--- src/rtl/if_fetch_buf_pkg.sv ---
// Shared types and constants for the instruction-fetch buffer.
// Holds the fetch FSM state codes and the pipeline-control encodings it reuses.
package if_fetch_buf_pkg;

  localparam int INST_ADDR_W  = 32;
  localparam int INST_W       = 32;
  localparam int STALL_W      = 6;
  localparam int STALL_ID_BIT = 1;

  localparam logic CHIP_ENABLE = 1'b1;
  localparam logic BRANCH      = 1'b1;
  localparam logic NO_STOP     = 1'b0;

  typedef logic [INST_ADDR_W-1:0] inst_addr_t;
  typedef logic [INST_W-1:0]      inst_t;

  typedef enum logic [1:0] {
    FETCH_IDLE    = 2'd0,
    FETCH_WAIT    = 2'd1,
    FETCH_DISCARD = 2'd2
  } fetch_state_e;

  // Occupancy counter must hold 0..depth inclusive.
  function automatic int cnt_w(input int depth);
    return $clog2(depth) + 1;
  endfunction

endpackage

--- src/rtl/if_fetch_buf_if.sv ---
// Instruction-memory read port: single outstanding req/ack handshake.
interface if_fetch_buf_if
  import if_fetch_buf_pkg::*;
#(
  parameter int ADDR_W = INST_ADDR_W,
  parameter int DATA_W = INST_W
) ();

  logic              imem_req;
  logic [ADDR_W-1:0] imem_addr;
  logic              imem_ack;
  logic [DATA_W-1:0] imem_rdata;

  modport master (output imem_req, imem_addr, input imem_ack, imem_rdata);
  modport slave  (input imem_req, imem_addr, output imem_ack, imem_rdata);

endinterface

--- src/rtl/if_fetch_buf_inst_fifo.sv ---
// DEPTH-entry instruction FIFO with flush; the head is presented combinationally
// from registered storage and reads as zero (NOP) when empty.
module if_fetch_buf_inst_fifo
  import if_fetch_buf_pkg::*;
#(
  parameter int DEPTH  = 2,
  parameter int ADDR_W = INST_ADDR_W,
  parameter int DATA_W = INST_W,
  parameter int CNT_W  = cnt_w(DEPTH)
) (
  input  logic              clk,
  input  logic              rst,
  input  logic              push_i,
  input  logic              pop_i,
  input  logic              flush_i,
  input  logic [ADDR_W-1:0] push_pc_i,
  input  logic [DATA_W-1:0] push_inst_i,
  output logic [CNT_W-1:0]  count_o,
  output logic              valid_o,
  output logic [ADDR_W-1:0] head_pc_o,
  output logic [DATA_W-1:0] head_inst_o
);

  localparam int PTR_W = $clog2(DEPTH);

  logic [ADDR_W-1:0] pc_mem   [DEPTH];
  logic [DATA_W-1:0] inst_mem [DEPTH];

  logic [PTR_W-1:0] wr_ptr_q, wr_ptr_d;
  logic [PTR_W-1:0] rd_ptr_q, rd_ptr_d;
  logic [CNT_W-1:0] count_q,  count_d;

  always_comb begin
    // NOTE: every output gets a default first so no path leaves it unassigned (no latch).
    wr_ptr_d = wr_ptr_q;
    rd_ptr_d = rd_ptr_q;
    count_d  = count_q;
    if (flush_i) begin
      wr_ptr_d = '0;
      rd_ptr_d = '0;
      count_d  = '0;
    end else begin
      if (push_i) wr_ptr_d = wr_ptr_q + PTR_W'(1);
      if (pop_i)  rd_ptr_d = rd_ptr_q + PTR_W'(1);
      case ({push_i, pop_i})
        2'b10:   count_d = count_q + CNT_W'(1);
        2'b01:   count_d = count_q - CNT_W'(1);
        default: count_d = count_q;
      endcase
    end
  end

  always_ff @(posedge clk or negedge rst) begin
    // NOTE: state registers use non-blocking assignments so all flops update together at the edge.
    if (!rst) begin
      wr_ptr_q <= '0;
      rd_ptr_q <= '0;
      count_q  <= '0;
    end else begin
      wr_ptr_q <= wr_ptr_d;
      rd_ptr_q <= rd_ptr_d;
      count_q  <= count_d;
    end
  end

  // NOTE: storage is deliberately not reset; valid_o gates stale contents off the outputs.
  always_ff @(posedge clk) begin
    if (push_i && !flush_i) begin
      pc_mem[wr_ptr_q]   <= push_pc_i;
      inst_mem[wr_ptr_q] <= push_inst_i;
    end
  end

  // When full, a simultaneous push rewrites the slot being popped, so it becomes the tail.
  assign count_o     = count_q;
  assign valid_o     = (count_q != '0);
  assign head_pc_o   = valid_o ? pc_mem[rd_ptr_q]   : '0;
  assign head_inst_o = valid_o ? inst_mem[rd_ptr_q] : '0;

endmodule

--- src/rtl/if_fetch_buf.sv ---
// Instruction-fetch stage: one outstanding imem read at a time, results queued
// for decode, with a stall request while the current PC is not yet captured.
module if_fetch_buf
  import if_fetch_buf_pkg::*;
#(
  parameter int DEPTH  = 2,
  parameter int ADDR_W = INST_ADDR_W,
  parameter int DATA_W = INST_W
) (
  input  logic               clk,
  input  logic               rst,
  input  logic [ADDR_W-1:0]  pc,
  input  logic               ce,
  input  logic [STALL_W-1:0] stall,
  input  logic               branch_flag_i,
  if_fetch_buf_if.master     imem,
  output logic               id_valid,
  output logic [ADDR_W-1:0]  id_pc,
  output logic [DATA_W-1:0]  id_inst,
  output logic               stallreq_if
);

  localparam int CNT_W = cnt_w(DEPTH);

  fetch_state_e      state_q;
  logic              req_q;
  logic [ADDR_W-1:0] addr_q;
  logic [CNT_W-1:0]  count;

  logic ack, redirect, fetching, decode_free, has_room, push, pop;
  logic unused_stall;

  assign ack         = imem.imem_ack;
  assign redirect    = (branch_flag_i == BRANCH);
  assign fetching    = (ce == CHIP_ENABLE);
  assign decode_free = (stall[STALL_ID_BIT] == NO_STOP);
  assign has_room    = (count < CNT_W'(DEPTH));
  assign unused_stall = ^{stall[STALL_W-1:STALL_ID_BIT+1], stall[STALL_ID_BIT-1:0]};

  // A redirect overrides both ends of the queue: nothing enters, nothing leaves, all is flushed.
  assign push = (state_q == FETCH_WAIT) && ack && !redirect;
  assign pop  = id_valid && decode_free && !redirect;

  always_ff @(posedge clk or negedge rst) begin
    if (!rst) begin
      state_q <= FETCH_IDLE;
      req_q   <= 1'b0;
      addr_q  <= '0;
    end else begin
      case (state_q)
        FETCH_IDLE: begin
          if (fetching && has_room && !redirect) begin
            req_q   <= 1'b1;
            addr_q  <= pc;
            state_q <= FETCH_WAIT;
          end
        end
        FETCH_WAIT: begin
          if (ack) begin
            req_q   <= 1'b0;
            state_q <= FETCH_IDLE;
          end else if (redirect) begin
            state_q <= FETCH_DISCARD;
          end
        end
        FETCH_DISCARD: begin
          // The memory still owes a response; keep the request up and drop the data.
          if (ack) begin
            req_q   <= 1'b0;
            state_q <= FETCH_IDLE;
          end
        end
        default: begin
          req_q   <= 1'b0;
          state_q <= FETCH_IDLE;
        end
      endcase
    end
  end

  assign imem.imem_req  = req_q;
  assign imem.imem_addr = addr_q;

  // The PC may advance only on the edge that captures its instruction.
  assign stallreq_if = fetching && !redirect && !((state_q == FETCH_WAIT) && ack);

  if_fetch_buf_inst_fifo #(
    .DEPTH  (DEPTH),
    .ADDR_W (ADDR_W),
    .DATA_W (DATA_W),
    .CNT_W  (CNT_W)
  ) u_inst_fifo (
    .clk         (clk),
    .rst         (rst),
    .push_i      (push),
    .pop_i       (pop),
    .flush_i     (redirect),
    .push_pc_i   (addr_q),
    .push_inst_i (imem.imem_rdata),
    .count_o     (count),
    .valid_o     (id_valid),
    .head_pc_o   (id_pc),
    .head_inst_o (id_inst)
  );

endmodule

--- src/flat_wrapper.sv ---
// flat-port wrapper written by rule: the top's interface ports become plain ports
module if_fetch_buf_flat import if_fetch_buf_pkg::*;
#(
  parameter int DEPTH  = 2,
  parameter int ADDR_W = INST_ADDR_W,
  parameter int DATA_W = INST_W
)
  (clk, rst, pc, ce, stall, branch_flag_i, id_valid, id_pc, id_inst, stallreq_if, imem_imem_req, imem_imem_addr, imem_imem_ack, imem_imem_rdata);
  if_fetch_buf_if #(.ADDR_W(ADDR_W), .DATA_W(DATA_W)) imem_i ();
  input  logic clk;
  input  logic rst;
  input  logic [ADDR_W-1:0] pc;
  input  logic ce;
  input  logic [STALL_W-1:0] stall;
  input  logic branch_flag_i;
  output logic id_valid;
  output logic [ADDR_W-1:0] id_pc;
  output logic [DATA_W-1:0] id_inst;
  output logic stallreq_if;
  output wire logic [$bits(imem_i.imem_req)-1:0] imem_imem_req;
  output wire logic [$bits(imem_i.imem_addr)-1:0] imem_imem_addr;
  input wire logic [$bits(imem_i.imem_ack)-1:0] imem_imem_ack;
  input wire logic [$bits(imem_i.imem_rdata)-1:0] imem_imem_rdata;
  assign imem_imem_req = imem_i.imem_req;
  assign imem_imem_addr = imem_i.imem_addr;
  assign imem_i.imem_ack = imem_imem_ack;
  assign imem_i.imem_rdata = imem_imem_rdata;
  if_fetch_buf #(.DEPTH(DEPTH), .ADDR_W(ADDR_W), .DATA_W(DATA_W)) u_core (.clk(clk), .rst(rst), .pc(pc), .ce(ce), .stall(stall), .branch_flag_i(branch_flag_i), .imem(imem_i), .id_valid(id_valid), .id_pc(id_pc), .id_inst(id_inst), .stallreq_if(stallreq_if));
endmodule
--- config.mk ---
export PLATFORM = sky130hd
export DESIGN_NAME = if_fetch_buf_flat
export DESIGN_NICKNAME = d
export VERILOG_FILES = /design/src/rtl/if_fetch_buf_pkg.sv /design/src/rtl/if_fetch_buf_if.sv /design/src/rtl/if_fetch_buf_inst_fifo.sv /design/src/rtl/if_fetch_buf.sv /design/src/flat_wrapper.sv
export SDC_FILE = /design/constraint.sdc
export NUM_CORES = 1
export LEC_CHECK = 0
export BUFFER_PORTS_ARGS = -buffer_cell sky130_fd_sc_hd__clkbuf_2
export CORE_MARGIN = 5
export CORE_UTILIZATION = 56
export DETAILED_ROUTE_END_ITERATION = 8
export PLACE_DENSITY = 0.82
export SLEW_MARGIN = 0
export SYNTH_ARGS = -nofsm -noshare
export SYNTH_HDL_FRONTEND = slang
export SYNTH_SLANG_ARGS = --single-unit
--- constraint.sdc ---
create_clock -name clk -period 19.6 [get_ports clk]
set_clock_uncertainty 0.05 [all_clocks]
set_input_delay 3.92 -clock clk [delete_from_list [all_inputs] [get_ports clk]]
set_output_delay 3.92 -clock clk [all_outputs]
set_load 0.05 [all_outputs]
==> reports/qor.yml <==
setup_path:
  worst-r2r-cell-count: 5
  r2r-start: "u_core.state_q[1]$_DFFE_PN0P_"
  timing.critical_path.cells: "clkbuf_2, nand2b_4, a21oi_1, clkbuf_2"
  cp-end-kind: "output port"
  cp_common_cell: "clkbuf_2"
  cp_data_required_time_ps: 15630
  r2r_end: "u_core.u_inst_fifo.pc_mem[1][17]$_DFFE_PP_"
  critPathMaxStageDelay_ps: 290
  reg2reg_slack_ps: 17180
  arrival_ps: 4680
  critPathSlowestCell: "clkbuf_2"
  cp-start-kind: "input port"
  worstSetupPathType: "in2out"
  cp_top_family: "buffers and inverters"
  crit_buf_inv: 2
  path_max_fanout: 9
final_layout:
  utilization: 0.700
  final_layout_size_suffix_gt1_frac: 0.420
  fin_cells: 718
  fillCellCount: 778
  nNetsFinal: 640
  area_growth_pct: 23.4
  finalInstanceArea_um2: 7960
min_path:
  worst_hold_path_type: "reg2reg"
  holdCritStartpoint: "u_core.imem.imem_addr[23]$_DFFE_PN0P_"
  min_to: "u_core.u_inst_fifo.pc_mem[1][23]$_DFFE_PP_"
  worstHoldPathCells: 0
sta:
  setup_ws_ps: 10950
  drv_slew: 0
  maxSlewHeadroom: 0.226
  setup_viol: 0
  fin_crit_sh: 0.441
  min_period_ps: 8650
  max_slew.worst_pin.slew_ps: 1160
  rsz0062_at_grt: "no"
  whs_ps: 449
  fmax_mhz: 116
  tns_ps: 0
  finalHoldViolations: 0
clocking:
  cts_tree: "yes"
  hold_buffers: 0
  cts_htree_levels: 4
  cts-root-buf: "clkbuf_16"
  cts_resized: 0
  insertion_delay_ps: 410
  cts_num_sinks: 167
  cts_made_buffers: 17
  path_clk_slew_ps: 70
  clockBufferDepth: 2
  post-cts-setup-buffers: 0
route:
  wire_per_inst_um: 17.2
  viasPerCell: 5.24
  drt_iter0_markers: 184
  routed_wl_um: 12400
  post-route-drc-count: 0
  vias: 3760
  ant_nets: 0
  firstDrtPassIters: 4
global_route:
  gr-total-overflow: 0
  track_usage: 0.186
  grt_pass1_wl_um: 20500
  grt_pass1_vias: 4200
  grt_start_max_net_pins: 67
  antenna_found_initial: 1
logic_synthesis:
  synth_edf_count: 128
  postSynthAreaPerCell_um2: 16.6
  synth_seq_cells: 167
  synthDistinctLibCells: 25
  synth_area_leaders: "edfxtp_1, dfrtp_1, mux2i_1"
  netlist_top_cells_count: "edfxtp_1, nor2_1, mux2i_1"
  async_reset_ff_frac: 0.234
  synth.most_common_cell: "edfxtp_1"
  synth_cells: 388
  ys_seq_area_frac: 0.748
  synth_nets: 467
  synth_largest_type_area_fraction: 0.596
  synth_area_um2: 6450
  yosys_warnings: 0
  synthFlopType: "edfxtp_1"
  synth_area_leader_cell: "edfxtp_1"
floorplanning:
  fp.dieH_um: 117
  core_area_um2: 11400
  dieArea_um2: 13800
  rows: 39
  die_x_um: 117
  pin_count: 174
  initial_core_util: 0.567
power:
  p_leak_nw: 3.13
  power_per_cell_area_nw_per_um2: 155
  switchingPower_mw: 0.489
  p_int_mw: 0.745
  power_mw: 1.23
  p_seq_frac: 0.425
  vdd_drop_max_v: 0.000116
  swShare: 0.396
  p_comb_frac: 0.330
  power_frac_clock: 0.245
flow_run:
  maxCapViolCount: 0
placement:
  place.gp.congestion: 0.778
  post_dp_cell_area_um2: 7410
  dp_cells: 685
  dp_hpwl_um: 8100
  post-place-ws_ps: 10950
  io_buffers: 168
run_status:
  outcome: "completed"
cell families after synthesis:
kind of cell               Yosys count  synth area share
and+or+nand+nor                     82            0.0538
adders and majority gates            4           0.00776
buffers and inverters               23            0.0204
xor gates and xnor gates             2           0.00272
DFF                                167             0.748
muxes                               97             0.157
AOI/OAI and AO/OA                   13            0.0109
sequential cells by signal (all words and copies together), names as in the netlist:
name                         count
u_core.imem.imem_addr           32
u_core.imem.imem_req             1
u_core.state_q                   2
u_core.u_inst_fifo.count_o       2
u_core.u_inst_fifo.inst_mem     64
u_core.u_inst_fifo.pc_mem       64
u_core.u_inst_fifo.rd_ptr_q      1
u_core.u_inst_fifo.wr_ptr_q      1
cell type report:
class,instances,area [um^2],area share
flip-flops and latches,167,4820,0.606
repair buffers,172,871,0.109
multi-input cells,198,1510,0.190
inverters,5,18.8,0.00236
clock inverters,12,92.6,0.0116
diodes,1,2.50,0.000314
clock buffers,20,457,0.0574
well taps,143,179,0.0225
metal layers:
layer,wire length [um],vias to the layer above,share of wire,track usage
met1,4880,1830,0.39,0.220
li1,-,1773,-,-
met2,6380,135,0.52,0.316
met3,910,22,0.074,0.0635
met4,195,0,0.016,0.0689
met5,0,-,0,0
power groups by stage:
stage	combinational [mW]	clock (mW)	sequential (mW)
4_1_cts	0.413	0.310	0.526
6_report	0.408	0.302	0.524
3_3_place_gp	0.404	0	0.525
2_1_floorplan	0.203	0	0.636
3_5_place_dp	0.412	0	0.532
5_1_grt	0.431	0.325	0.535
how the worst max path moves through the flow:
stage | startpoint | endpoint | slack, ps | depth (start not counted)
3_5_place_dp | branch_flag_i | stallreq_if | 10950 | 4
6_report | branch_flag_i | stallreq_if | 10950 | 4
4_1_cts | branch_flag_i | stallreq_if | 10940 | 4
2_1_floorplan | imem_imem_ack | u_core.u_inst_fifo.inst_mem[1][0]$_DFFE_PP_ | 10180 | 2
3_3_place_gp | branch_flag_i | stallreq_if | 10940 | 4
5_1_grt | branch_flag_i | stallreq_if | 10900 | 4
layout by cell type (no fill, tap or decap), types with 2 or more instances in the layout:
cell | netlist | routed
clkbuf_16 | 0 | 17
inv_6 | 0 | 5
nand2_1 | 3 | 3
buf_4 | 0 | 4
clkbuf_2 | 0 | 168
o21ai_0 | 3 | 3
dfrtp_1 | 39 | 38
a21oi_1 | 8 | 8
inv_1 | 5 | 5
ha_1 | 4 | 4
clkbuf_8 | 0 | 2
nor2_1 | 70 | 69
edfxtp_1 | 128 | 128
mux2i_1 | 64 | 64
mux2_2 | 32 | 32
clkinv_4 | 0 | 3
clkinv_2 | 0 | 3
worst reg2reg max path: stages (launching register included):
cell and delay, ps:
dfrtp_1 430, inv_1 130, ha_1 240, nand2_1 220, nor3b_2 230, buf_4 670
(Power assumes the default switching activity.)
